### src/rtl/jpeg_dec_pkg.sv
// Shared constants for the JPEG decoder reorder stage: block geometry,
// FSM encodings and the zigzag-to-raster map.
package jpeg_dec_pkg;

    localparam int         BLK_SZ  = 64;
    localparam logic [3:0] ZRL_RUN = 4'd15;

    typedef enum logic [1:0] {
        W_IDLE = 2'd0,
        W_FILL = 2'd1,
        W_WAIT = 2'd2
    } wr_state_e;

    typedef enum logic {
        R_IDLE = 1'b0,
        R_RUN  = 1'b1
    } rd_state_e;

    // Entry k holds the raster index of the k-th coefficient in zigzag order.
    localparam logic [5:0] ZZ2RAST [BLK_SZ] = '{
        6'd0,  6'd1,  6'd8,  6'd16, 6'd9,  6'd2,  6'd3,  6'd10,
        6'd17, 6'd24, 6'd32, 6'd25, 6'd18, 6'd11, 6'd4,  6'd5,
        6'd12, 6'd19, 6'd26, 6'd33, 6'd40, 6'd48, 6'd41, 6'd34,
        6'd27, 6'd20, 6'd13, 6'd6,  6'd7,  6'd14, 6'd21, 6'd28,
        6'd35, 6'd42, 6'd49, 6'd56, 6'd57, 6'd50, 6'd43, 6'd36,
        6'd29, 6'd22, 6'd15, 6'd23, 6'd30, 6'd37, 6'd44, 6'd51,
        6'd58, 6'd59, 6'd52, 6'd45, 6'd38, 6'd31, 6'd39, 6'd46,
        6'd53, 6'd60, 6'd61, 6'd54, 6'd47, 6'd55, 6'd62, 6'd63
    };

    function automatic logic [5:0] dezigzag(input logic [5:0] zz);
        return ZZ2RAST[zz];
    endfunction

endpackage

### src/rtl/jpeg_dec_reorder_if.sv
// Token input, coefficient output and status bundle of the reorder stage.
interface jpeg_dec_reorder_if #(parameter int DW = 12);
    logic          PI_EN;
    logic [DW-1:0] PI;
    logic          PI_DC;
    logic          PI_LST;
    logic [3:0]    PI_ZR;
    logic          REORD_AFULL;
    logic          IDCT_BUSY;
    logic          PO_EN;
    logic [DW-1:0] PO;
    logic          PO_SOB;
    logic          PO_EOB;
    logic          ERR_OVR;
    logic          ERR_DROP;

    modport master (
        output PI_EN, PI, PI_DC, PI_LST, PI_ZR, IDCT_BUSY,
        input  REORD_AFULL, PO_EN, PO, PO_SOB, PO_EOB, ERR_OVR, ERR_DROP
    );

    modport slave (
        input  PI_EN, PI, PI_DC, PI_LST, PI_ZR, IDCT_BUSY,
        output REORD_AFULL, PO_EN, PO, PO_SOB, PO_EOB, ERR_OVR, ERR_DROP
    );
endinterface

### src/rtl/jpeg_dec_reord_skid.sv
// Small synchronous FIFO absorbing tokens in flight while backpressure propagates.
module jpeg_dec_reord_skid #(
    parameter  int WIDTH = 18,
    parameter  int DEPTH = 4,
    localparam int AW    = $clog2(DEPTH)
) (
    input  logic             HCLK,
    input  logic             HRESETn,
    input  logic             clr_i,
    input  logic             push_i,
    input  logic             pop_i,
    input  logic [WIDTH-1:0] wdata_i,
    output logic [WIDTH-1:0] rdata_o,
    output logic             full_o,
    output logic             empty_o,
    output logic [AW:0]      count_o
);
    logic [WIDTH-1:0] mem_q [DEPTH];
    logic [AW-1:0]    wptr_q, rptr_q;
    logic [AW:0]      count_q;
    logic             do_push, do_pop;

    assign full_o  = (count_q == (AW+1)'(DEPTH));
    assign empty_o = (count_q == '0);
    assign count_o = count_q;
    assign rdata_o = mem_q[rptr_q];
    assign do_push = push_i && !full_o;
    assign do_pop  = pop_i && !empty_o;

    always_ff @(posedge HCLK) begin
        if (do_push) mem_q[wptr_q] <= wdata_i;
    end

    always_ff @(posedge HCLK or negedge HRESETn) begin
        if (!HRESETn) begin
            wptr_q  <= '0;
            rptr_q  <= '0;
            count_q <= '0;
        end else if (clr_i) begin
            wptr_q  <= '0;
            rptr_q  <= '0;
            count_q <= '0;
        end else begin
            if (do_push) wptr_q <= wptr_q + 1'b1;
            if (do_pop)  rptr_q <= rptr_q + 1'b1;
            count_q <= count_q + {{AW{1'b0}}, do_push} - {{AW{1'b0}}, do_pop};
        end
    end
endmodule

### src/rtl/jpeg_dec_reorder.sv
// Rebuilds 8x8 blocks from run-length tokens into ping-pong banks and streams
// each finished block out in raster order.
module jpeg_dec_reorder
    import jpeg_dec_pkg::*;
#(
    parameter int DW           = 12,
    parameter int SKID_DEPTH   = 4,
    parameter int AFULL_MARGIN = 2
) (
    input  logic              HCLK,
    input  logic              HRESETn,
    input  logic              INIT,
    jpeg_dec_reorder_if.slave bus
);
    localparam int TW = DW + 6;
    localparam int CW = $clog2(SKID_DEPTH) + 1;

    logic [TW-1:0] skid_rdata;
    logic          skid_full, skid_empty, skid_pop;
    logic [CW-1:0] skid_cnt;

    jpeg_dec_reord_skid #(.WIDTH(TW), .DEPTH(SKID_DEPTH)) u_skid (
        .HCLK    (HCLK),
        .HRESETn (HRESETn),
        .clr_i   (INIT),
        .push_i  (bus.PI_EN),
        .pop_i   (skid_pop),
        .wdata_i ({bus.PI, bus.PI_DC, bus.PI_LST, bus.PI_ZR}),
        .rdata_o (skid_rdata),
        .full_o  (skid_full),
        .empty_o (skid_empty),
        .count_o (skid_cnt)
    );

    logic [DW-1:0] tok_val;
    logic          tok_dc, tok_lst;
    logic [3:0]    tok_zr;
    assign {tok_val, tok_dc, tok_lst, tok_zr} = skid_rdata;

    wr_state_e         wr_state_q, wr_state_d;
    rd_state_e         rd_state_q, rd_state_d;
    logic              wr_bank_q, wr_bank_d, rd_bank_q, rd_bank_d;
    logic [6:0]        zzp_q, zzp_d, pos;
    logic [5:0]        r_q, r_d, wr_addr;
    logic [1:0]        bank_full_q, bank_full_d;
    logic [BLK_SZ-1:0] bitmap_q [2];
    logic [DW-1:0]     mem_q [2*BLK_SZ];
    logic              wr_en, ovr_set, blk_done, issue, rel_bank;
    logic              afull_q, afull_d, err_ovr_q, err_drop_q;
    logic              po_en_q, po_sob_q, po_eob_q;
    logic [DW-1:0]     po_q;

    // Seven bits so a run past the end of the block shows up as pos > 63.
    assign pos     = (tok_dc ? 7'd0 : zzp_q) + {3'd0, tok_zr};
    assign wr_addr = dezigzag(pos[5:0]);
    assign afull_d = (CW'(SKID_DEPTH) - skid_cnt) <= CW'(AFULL_MARGIN);

    always_comb begin
        wr_state_d = wr_state_q;
        wr_bank_d  = wr_bank_q;
        zzp_d      = zzp_q;
        skid_pop   = 1'b0;
        wr_en      = 1'b0;
        ovr_set    = 1'b0;
        blk_done   = 1'b0;
        case (wr_state_q)
            W_IDLE: begin
                if (!bank_full_q[wr_bank_q] && !skid_empty) begin
                    wr_state_d = W_FILL;
                    zzp_d      = 7'd0;
                end
            end
            W_FILL: begin
                if (!skid_empty) begin
                    skid_pop = 1'b1;
                    if (pos <= 7'd63) begin
                        wr_en = 1'b1;
                        zzp_d = pos + 7'd1;
                    end else begin
                        ovr_set = 1'b1;
                    end
                    if (tok_lst) begin
                        blk_done   = 1'b1;
                        wr_bank_d  = ~wr_bank_q;
                        wr_state_d = bank_full_q[~wr_bank_q] ? W_WAIT : W_IDLE;
                    end
                end
            end
            W_WAIT: begin
                if (!bank_full_q[wr_bank_q]) wr_state_d = W_IDLE;
            end
            default: wr_state_d = W_IDLE;
        endcase
    end

    // Idle issues index 0 directly so a freshly filled bank starts the cycle after.
    always_comb begin
        rd_state_d = rd_state_q;
        rd_bank_d  = rd_bank_q;
        r_d        = r_q;
        issue      = 1'b0;
        rel_bank   = 1'b0;
        case (rd_state_q)
            R_IDLE: begin
                if (bank_full_q[rd_bank_q] && !bus.IDCT_BUSY) begin
                    issue      = 1'b1;
                    r_d        = r_q + 6'd1;
                    rd_state_d = R_RUN;
                end
            end
            R_RUN: begin
                if (!bus.IDCT_BUSY) begin
                    issue = 1'b1;
                    r_d   = r_q + 6'd1;
                    if (r_q == 6'd63) begin
                        rel_bank   = 1'b1;
                        rd_bank_d  = ~rd_bank_q;
                        rd_state_d = bank_full_q[~rd_bank_q] ? R_RUN : R_IDLE;
                    end
                end
            end
            default: rd_state_d = R_IDLE;
        endcase
    end

    always_comb begin
        bank_full_d = bank_full_q;
        if (rel_bank) bank_full_d[rd_bank_q] = 1'b0;
        if (blk_done) bank_full_d[wr_bank_q] = 1'b1;
    end

    always_ff @(posedge HCLK) begin
        if (wr_en) mem_q[{wr_bank_q, wr_addr}] <= tok_val;
    end

    always_ff @(posedge HCLK or negedge HRESETn) begin
        if (!HRESETn) begin
            wr_state_q  <= W_IDLE;
            rd_state_q  <= R_IDLE;
            wr_bank_q   <= 1'b0;
            rd_bank_q   <= 1'b0;
            zzp_q       <= '0;
            r_q         <= '0;
            bank_full_q <= '0;
            bitmap_q[0] <= '0;
            bitmap_q[1] <= '0;
            afull_q     <= 1'b0;
            err_ovr_q   <= 1'b0;
            err_drop_q  <= 1'b0;
            po_en_q     <= 1'b0;
            po_sob_q    <= 1'b0;
            po_eob_q    <= 1'b0;
            po_q        <= '0;
        end else if (INIT) begin
            wr_state_q  <= W_IDLE;
            rd_state_q  <= R_IDLE;
            wr_bank_q   <= 1'b0;
            rd_bank_q   <= 1'b0;
            zzp_q       <= '0;
            r_q         <= '0;
            bank_full_q <= '0;
            bitmap_q[0] <= '0;
            bitmap_q[1] <= '0;
            afull_q     <= 1'b0;
            err_ovr_q   <= 1'b0;
            err_drop_q  <= 1'b0;
            po_en_q     <= 1'b0;
            po_sob_q    <= 1'b0;
            po_eob_q    <= 1'b0;
            po_q        <= '0;
        end else begin
            wr_state_q  <= wr_state_d;
            rd_state_q  <= rd_state_d;
            wr_bank_q   <= wr_bank_d;
            rd_bank_q   <= rd_bank_d;
            zzp_q       <= zzp_d;
            r_q         <= r_d;
            bank_full_q <= bank_full_d;
            afull_q     <= afull_d;
            err_ovr_q   <= err_ovr_q | ovr_set;
            err_drop_q  <= err_drop_q | (bus.PI_EN & skid_full);
            po_en_q     <= issue;
            po_sob_q    <= issue && (r_q == 6'd0);
            po_eob_q    <= issue && (r_q == 6'd63);
            if (issue) po_q <= bitmap_q[rd_bank_q][r_q] ? mem_q[{rd_bank_q, r_q}] : '0;
            if (rel_bank) bitmap_q[rd_bank_q] <= '0;
            if (wr_en) bitmap_q[wr_bank_q][wr_addr] <= 1'b1;
        end
    end

    assign bus.REORD_AFULL = afull_q;
    assign bus.PO_EN       = po_en_q;
    assign bus.PO          = po_q;
    assign bus.PO_SOB      = po_sob_q;
    assign bus.PO_EOB      = po_eob_q;
    assign bus.ERR_OVR     = err_ovr_q;
    assign bus.ERR_DROP    = err_drop_q;
endmodule

### src/flat_wrapper.sv
// flat-port wrapper written by rule: the top's interface ports become plain ports
module jpeg_dec_reorder_flat import jpeg_dec_pkg::*;
#(
    parameter int DW           = 12,
    parameter int SKID_DEPTH   = 4,
    parameter int AFULL_MARGIN = 2
)
  (HCLK, HRESETn, INIT, bus_PI_EN, bus_PI, bus_PI_DC, bus_PI_LST, bus_PI_ZR, bus_IDCT_BUSY, bus_REORD_AFULL, bus_PO_EN, bus_PO, bus_PO_SOB, bus_PO_EOB, bus_ERR_OVR, bus_ERR_DROP);
  jpeg_dec_reorder_if #(.DW(DW)) bus_i ();
  input  logic HCLK;
  input  logic HRESETn;
  input  logic INIT;
  input wire logic [$bits(bus_i.PI_EN)-1:0] bus_PI_EN;
  input wire logic [$bits(bus_i.PI)-1:0] bus_PI;
  input wire logic [$bits(bus_i.PI_DC)-1:0] bus_PI_DC;
  input wire logic [$bits(bus_i.PI_LST)-1:0] bus_PI_LST;
  input wire logic [$bits(bus_i.PI_ZR)-1:0] bus_PI_ZR;
  input wire logic [$bits(bus_i.IDCT_BUSY)-1:0] bus_IDCT_BUSY;
  output wire logic [$bits(bus_i.REORD_AFULL)-1:0] bus_REORD_AFULL;
  output wire logic [$bits(bus_i.PO_EN)-1:0] bus_PO_EN;
  output wire logic [$bits(bus_i.PO)-1:0] bus_PO;
  output wire logic [$bits(bus_i.PO_SOB)-1:0] bus_PO_SOB;
  output wire logic [$bits(bus_i.PO_EOB)-1:0] bus_PO_EOB;
  output wire logic [$bits(bus_i.ERR_OVR)-1:0] bus_ERR_OVR;
  output wire logic [$bits(bus_i.ERR_DROP)-1:0] bus_ERR_DROP;
  assign bus_i.PI_EN = bus_PI_EN;
  assign bus_i.PI = bus_PI;
  assign bus_i.PI_DC = bus_PI_DC;
  assign bus_i.PI_LST = bus_PI_LST;
  assign bus_i.PI_ZR = bus_PI_ZR;
  assign bus_i.IDCT_BUSY = bus_IDCT_BUSY;
  assign bus_REORD_AFULL = bus_i.REORD_AFULL;
  assign bus_PO_EN = bus_i.PO_EN;
  assign bus_PO = bus_i.PO;
  assign bus_PO_SOB = bus_i.PO_SOB;
  assign bus_PO_EOB = bus_i.PO_EOB;
  assign bus_ERR_OVR = bus_i.ERR_OVR;
  assign bus_ERR_DROP = bus_i.ERR_DROP;
  jpeg_dec_reorder #(.DW(DW), .SKID_DEPTH(SKID_DEPTH), .AFULL_MARGIN(AFULL_MARGIN)) u_core (.HCLK(HCLK), .HRESETn(HRESETn), .INIT(INIT), .bus(bus_i));
endmodule
### config.mk
export PLATFORM = sky130hd
export DESIGN_NAME = jpeg_dec_reorder_flat
export DESIGN_NICKNAME = d
export VERILOG_FILES = /design/src/rtl/jpeg_dec_pkg.sv /design/src/rtl/jpeg_dec_reorder_if.sv /design/src/rtl/jpeg_dec_reord_skid.sv /design/src/rtl/jpeg_dec_reorder.sv /design/src/flat_wrapper.sv
export SDC_FILE = /design/constraint.sdc
export NUM_CORES = 2
export LEC_CHECK = 0
export BUFFER_PORTS_ARGS = -buffer_cell sky130_fd_sc_hd__buf_2
export CORE_ASPECT_RATIO = 0.7
export CORE_MARGIN = 10
export CORE_UTILIZATION = 40
export CTS_BUF_LIST = sky130_fd_sc_hd__clkbuf_8
export DETAILED_ROUTE_END_ITERATION = 8
export PLACE_DENSITY = 0.63
export SETUP_SLACK_MARGIN = 0.05
export SLEW_MARGIN = 25
export SYNTH_ARGS = -nofsm -noshare
export SYNTH_HDL_FRONTEND = slang
export SYNTH_SLANG_ARGS = --single-unit
### constraint.sdc
create_clock -name HCLK -period 12.1 [get_ports HCLK]
set_input_delay 2.42 -clock HCLK [delete_from_list [all_inputs] [get_ports HCLK]]
set_output_delay 2.42 -clock HCLK [all_outputs]
set_load 0.01 [all_outputs]
# == Word-level counts from Yosys, hierarchy flattened ==
# Memory sizes are Yosys's and may differ from the RTL's.
# Cells that the tools add are included.
# op_classes
add_sub_neg,8
n_lt_le_gt_ge,16
n_eq_ne,13
n_mux,97
bitwise_logic,15
n_reduce_logical,31
# ops
op,n
128-bit 2-to-1 mux,4
64-bit 2-to-1 mux,5
128-bit bitwise AND,1
64-bit demux with 1-bit select,2
128-bit NOT,1
128-bit OR,1
1-bit 2-to-1 mux,50
12-bit 2-to-1 mux,3
7-bit 2-to-1 mux,5
6-bit 2-to-1 mux,5
2-bit 2-to-1 mux,13
"6-bit by 7-bit < comparator with 1-bit output, second input constant",2
7-bit case mux with 2 select lines,1
2-bit nonzero test,7
"3-bit by 2-bit inequality test with 1-bit output, second input constant",4
6-bit case mux with 2 select lines,1
1-bit logical AND,11
"3-bit inequality test, second input constant",3
"1-bit by 2-bit < comparator with 1-bit output, second input constant",4
4-bit AND reduction,2
"7-bit by 1-bit adder with 7-bit output, second input constant",1
7-bit by 4-bit adder with 7-bit output,1
"7-bit greater-or-equal comparator, second input constant",1
"7-bit by 6-bit less-or-equal comparator with 1-bit output, second input constant",1
36 further kinds,51
# totals
reg_bits,173
ramBits,1608
rom_bits,384
elab_cells,202
n_memories,3
# memory_table
name,words,word_bits,rd,rd_ports_with_merged_regs,write_ports,line,text
u_core.mem_q,128,12,1,0,1,jpeg_dec_reorder.sv:47,logic [DW-1:0] mem_q [2*BLK_SZ];
(no name shown),64,6,1,0,0,jpeg_dec_pkg.sv:32,return ZZ2RAST[zz];
u_core.u_skid.mem_q,4,18,1,0,1,jpeg_dec_reord_skid.sv:18,logic [WIDTH-1:0] mem_q [DEPTH];

# == Longest topological paths before layout ==
# An unclocked memory read counts as a cell.
# logic_depth
word_depth,16
depth_mapped,17

# == Cells and area by module ==
# From an unflattened synthesis, not the netlist that was laid out.
# unflattened
cells_unflattened,3779
area_unflattened_um2,70790.4
# by_module_without_submodules
module,n_inst,cells_each,area_per_inst_um2,seq_area_each_um2
jpeg_dec_reorder,1,3639,67736.2,50278.2
jpeg_dec_reord_skid,1,140,3054.2,2337.2

# == Least setup slack after synthesis ==
# No wires, ideal clock.
# synth_path
kind,reg2reg
from,reg u_core.u_skid.rptr_q[0]
to,mem u_core.mem_q[112][0] (netlist: u_core.mem_q[56][0]) (enable)
arrival_time_ns,5.592
t_required_ns,11.704
setup_slack_ns,6.111
stages_incl_launch_ff,14
n_path_buf,2
period_less_slack_ns,5.989
cell_sequence,dfrtp_1 -> buf_2 -> buf_1 -> mux4_2 -> ha_1 -> xor2_1 -> ha_1 -> inv_1 -> ha_1 -> or3_1 -> mux4_2 -> nor4_4 -> nand3_1 -> nor3_1
# synth_via
elab_chain_cells,9
elab_cells_between_ends,13
classes_between,add/sub (1); order compare (1); mux (8); bitwise (1); memory (2)
# synth_lines
item,line,text
"start, declared",jpeg_dec_reord_skid.sv:19,"logic [AW-1:0] wptr_q, rptr_q;"
"start signal, assigned",jpeg_dec_reord_skid.sv:45,if (do_pop) rptr_q <= rptr_q + 1'b1;
memory 4 x 18 bit (*),-,
7-bit 2-to-1 mux,jpeg_dec_reorder.sv:54,"assign pos = (tok_dc ? 7'd0 : zzp_q) + {3'd0, tok_zr};"
7-bit by 4-bit adder with 7-bit output (*),jpeg_dec_reorder.sv:54,
7-bit by 6-bit less-or-equal comparator with 1-bit output,jpeg_dec_reorder.sv:76,if (pos <= 7'd63) begin
1-bit 2-to-1 mux,jpeg_dec_reorder.sv:76,
1-bit 2-to-1 mux,jpeg_dec_reorder.sv:74,if (!skid_empty) begin
1-bit 2-to-1 mux,jpeg_dec_reorder.sv:66,case (wr_state_q)
1-bit 2-to-1 mux,jpeg_dec_reorder.sv:133,"if (wr_en) mem_q[{wr_bank_q, wr_addr}] <= tok_val;"
1-bit 2-to-1 mux (implied by the code),jpeg_dec_reorder.sv:133,
"end, declared",jpeg_dec_reorder.sv:47,
# Every way passes the cells marked *; elsewhere a longest branch is shown, timed or not. The select of a mux whose other input is x is not followed.

# == Final worst setup path ==
# layout_path
from,reg u_core.u_skid.rptr_q[1]
to,mem u_core.mem_q[230][8] (netlist: u_core.mem_q[115][8]) (enable)
# The elaborated chain is that of the path after synthesis.

==> results.toml <==
[outcome]
status = "completed"

[sta]
post-route-period-util_pct = 62.82
relSlewSlack_pct = 27.93
rsz0062_at_grt = "no"
tightest_slew_ps = 1072
setup_viol_count_final = 0
max_freq_mhz = 131.6
fin_crit_ps = 7602
finalHoldViolCount = 0
tns_ps = 0
finalClockSkew_ps = 56.06
slew_viol_final = 0

[cts]
htreeDepth = 4
cts_tree = "built"
cts_resized = 0
insertion_delay_ps = 950
postCtsSetupRepairBufs = 0
clk_pin_slew_ps = 70
cts_sinks = 1781
hold_buffers = 0
numCtsBuffers = 237
ctsLongestPathBuffers = 3
cts-root-buf = "clkbuf_8"

[floorplanning]
die_y_um = 375.0
dieArea_um2 = 197700
initial_core_util_pct = 40.18
row_count = 130
num_io_pins = 41
die_x_um = 527.2
fp.coreArea_um2 = 179200

[yosys]
synth_edf_count = 1608
synthCells = 3616
ys_types = 88
ys_seq_area_share_pct = 73.06
ys_ff_latch = 1781
synth_nets = 3669
netlist_area_um2 = 72020
async_reset_ff_share_pct = 9.714
synth_ff_type = "edfxtp_1"
syn_area_per_cell_um2 = 19.92
ys_warn_count = 0

[hold_path]
hp-start = "u_core.bitmap_q[35]"
hp-class = "reg -> reg"
holdPathStages = 2
whs_endpoint = "u_core.bitmap_q[35]"

[job]
cap_violations = 0

[setup_path]
endpoint_kind = "flop"
reg2reg_depth = 12
start_kind = "flop"
reg2reg_setup_slack_ps = 4500
crit_type = "reg -> reg"
crit_arrival_ps = 8160
worstReg2RegStart = "u_core.u_skid.rptr_q[1]"
critPathRequiredTime_ps = 12660
reg2reg_to = "u_core.mem_q[115][8]"
worstPathMaxFanout = 19

[routing]
vias_per_cell = 5.988
drt_iter0_markers = 5059
wl_per_cell_um = 29.46
route.detailed.drc = 0
via_count = 37590
firstDrtPassIters = 5
drt_wl_total_um = 185000
ant_nets = 0

[global_route]
grt_max_degree = 125
grt_usage_pct = 18.29
first_global_vias = 36210
grt_overflow_total = 0
grt_first_pass_wirelength_um = 267700
antenna_found_initial = 9

[place]
gp_congestion = 0.8581
port_buffers = 40
dpl.hpwl_um = 108900

[final_layout]
area_delta_synth_final_pct = 11.78
nNetsFinal = 3752
final_layout_size_suffix_gt1_share_pct = 28.04

[power]
power_mw = 15.49
max-vdd-ir-drop_v = 0.0004870
p_leak_nw = 25.24
p_per_area_nw_per_um2 = 192.4
-- stage by stage --
| stage | utilization [%] | hold WS (ps) | area, um2 | instances | setup slack [ps] |
|---|---|---|---|---|---|
| after floorplan | - | 437.9 | 72020 | 3616 | 6111 |
| after global placement | 42.03 | 449.7 | 75340 | 5832 | 4763 |
| after detailed placement | 42.08 | 456.7 | 75420 | 5832 | 4617 |
| after CTS | 44.55 | 471.7 | 79860 | 6270 | 4629 |
| after global routing | 44.91 | 489.7 | 80490 | 6276 | 4158 |
| final | 44.91 | 471.9 | 80500 | 6278 | 4498 |
-- worst max-delay path by stage --
stage / start / to / slack (ps) / cells past startpoint
global route: u_core.u_skid.rptr_q[1] / u_core.mem_q[115][8] / 4160 / 12
global placement: u_core.u_skid.rptr_q[1] / u_core.mem_q[114][5] / 4760 / 12
finish: u_core.u_skid.rptr_q[1] / u_core.mem_q[115][8] / 4500 / 12
CTS: u_core.u_skid.rptr_q[1] / u_core.mem_q[117][10] / 4630 / 12
floorplan: u_core.u_skid.rptr_q[0] / u_core.mem_q[56][0] / 6110 / 13
detailed placement: u_core.u_skid.rptr_q[1] / u_core.mem_q[117][11] / 4620 / 12
-- registers in the layout, indices dropped and copies added, names as in the netlist --
signal and count:
u_core.mem_q 1536, u_core.bitmap_q 128, u_core.u_skid.mem_q 72, u_core.bus.PO 12, u_core.zzp_q 7, u_core.r_q 6, u_core.u_skid.count_o 3, u_core.bank_full_q 2
u_core.u_skid.rptr_q 2, u_core.u_skid.wptr_q 2, u_core.wr_state_q 2, u_core.bus.ERR_DROP 1, u_core.bus.ERR_OVR 1, u_core.bus.PO_EN 1, u_core.bus.PO_EOB 1, u_core.bus.PO_SOB 1
u_core.bus.REORD_AFULL 1, u_core.rd_bank_q 1, u_core.rd_state_q 1, u_core.wr_bank_q 1
-- cells in the final DEF, fill, tap and decap left out, types with 10 or more instances in the layout --
| master | netlist | final |
|---|---|---|
| a221oi_1 | 18 | 18 |
| buf_4 | 4 | 51 |
| o41ai_1 | 78 | 78 |
| nand2_1 | 195 | 194 |
| nor3_4 | 0 | 90 |
| mux4_4 | 0 | 12 |
| nor2_1 | 54 | 52 |
| a21oi_1 | 38 | 36 |
| inv_1 | 27 | 120 |
| nor2b_1 | 17 | 17 |
| clkinv_1 | 0 | 46 |
| nor3_1 | 139 | 11 |
| edfxtp_1 | 1608 | 1608 |
| mux2_2 | 17 | 17 |
| clkinv_2 | 0 | 29 |
| nand3_1 | 46 | 44 |
| o31ai_1 | 45 | 45 |
| o21ai_0 | 33 | 33 |
| nor3_2 | 1 | 39 |
| clkbuf_8 | 0 | 252 |
| mux4_2 | 479 | 467 |
| o211ai_1 | 14 | 14 |
| nand4_1 | 24 | 24 |
| a211oi_1 | 11 | 11 |
| dfrtp_1 | 173 | 166 |
| and2_1 | 13 | 11 |
| xnor2_1 | 12 | 12 |
| o41ai_2 | 10 | 10 |
| a22oi_1 | 22 | 22 |
| o22ai_1 | 11 | 11 |
| ha_1 | 29 | 29 |
| mux2i_1 | 107 | 107 |
| buf_2 | 96 | 39 |
-- Yosys cell counts (4+ instances only) --
master / number / area [um2]
a32o_1: 5 / 50.05
a22o_1: 8 / 70.07
nand3_1: 46 / 230.2
buf_1: 52 / 195.2
o41ai_1: 78 / 683.2
xnor2_1: 12 / 105.1
mux2_2: 17 / 191.4
o221ai_1: 8 / 70.07
a21o_1: 4 / 30.03
nor3_1: 139 / 695.7
a221o_1: 5 / 50.05
and3_1: 4 / 25.02
and2_1: 13 / 81.33
nand4_1: 24 / 150.1
xor2_1: 10 / 87.58
o21ai_0: 33 / 165.2
a21oi_1: 38 / 190.2
a221oi_1: 18 / 157.7
nor2_1: 54 / 202.7
inv_1: 27 / 101.4
or3_1: 9 / 56.30
nor2b_1: 17 / 106.4
edfxtp_1: 1608 / 48290
a22oi_1: 22 / 165.2
nand2_1: 195 / 732.0
o211ai_1: 14 / 105.1
a32oi_1: 7 / 61.31
o31ai_1: 45 / 337.8
nand2b_1: 4 / 25.02
mux4_2: 479 / 10790
mux2i_1: 107 / 1071
buf_4: 4 / 30.03
dfrtp_1: 173 / 4329
o22ai_1: 11 / 68.82
a211oi_1: 11 / 82.58
ha_1: 29 / 362.9
nand2_2: 4 / 25.02
buf_2: 96 / 480.5
clkbuf_1: 106 / 397.9
o41ai_2: 10 / 162.7
-- layer usage --
metal | global-route usage [%] | wire, um | vias up
met5 | 0 | 20 | -
met1 | 28.85 | 82720 | 19970
met3 | 5.307 | 21330 | 244
met4 | 4.519 | 3493 | 2
met2 | 24.59 | 77410 | 2041
li1 | - | - | 15340
-- critical path: stages (launching register included) --
cell,delay (ps)
dfrtp_1,930
mux4_2,560
nor2b_1,170
ha_1,320
xor2_1,670
ha_1,440
inv_1,80
ha_1,210
or3_1,370
mux4_2,640
nor4_2,970
nand3_1,890
nor3_2,980
-- where the power goes --
| part | switching [mW] | leakage [nW] | internal [mW] |
|---|---|---|---|
| sequential | 0.0431 | 16.9 | 7.34 |
| combinational | 3.07 | 5.76 | 0.727 |
| clock | 2.25 | 2.62 | 2.05 |
-- cells by family (layout without fill, tap and decap cells) --
logic type | after synthesis | after routing | share of synthesized area [%]
flip-flops | 1781 | 1781 | 73.06
other | 0 | 4 | 0
AO/OA/AOI/OAI | 356 | 356 | 3.987
XOR/XNOR | 26 | 26 | 0.4083
adder cells (fa/ha/maj) | 30 | 30 | 0.5316
AND/OR/NAND/NOR | 530 | 530 | 3.560
multiplexers | 603 | 603 | 16.73
buffers and inverters | 290 | 572 | 1.720
-- cell type report --
| type | instances | area (um2) |
|---|---|---|
| fill | 15050 | 98750 |
| sequential | 1781 | 52640 |
| multi-input combinational | 1545 | 19500 |
| clock buffer | 252 | 3468 |
| tap | 2376 | 2973 |
| clock inverter | 186 | 967.2 |
| timing repair buffer | 104 | 828.3 |
| inverter | 30 | 112.6 |
| antenna | 4 | 10.01 |
No activity file was read; power rests on OpenSTA's default activity.
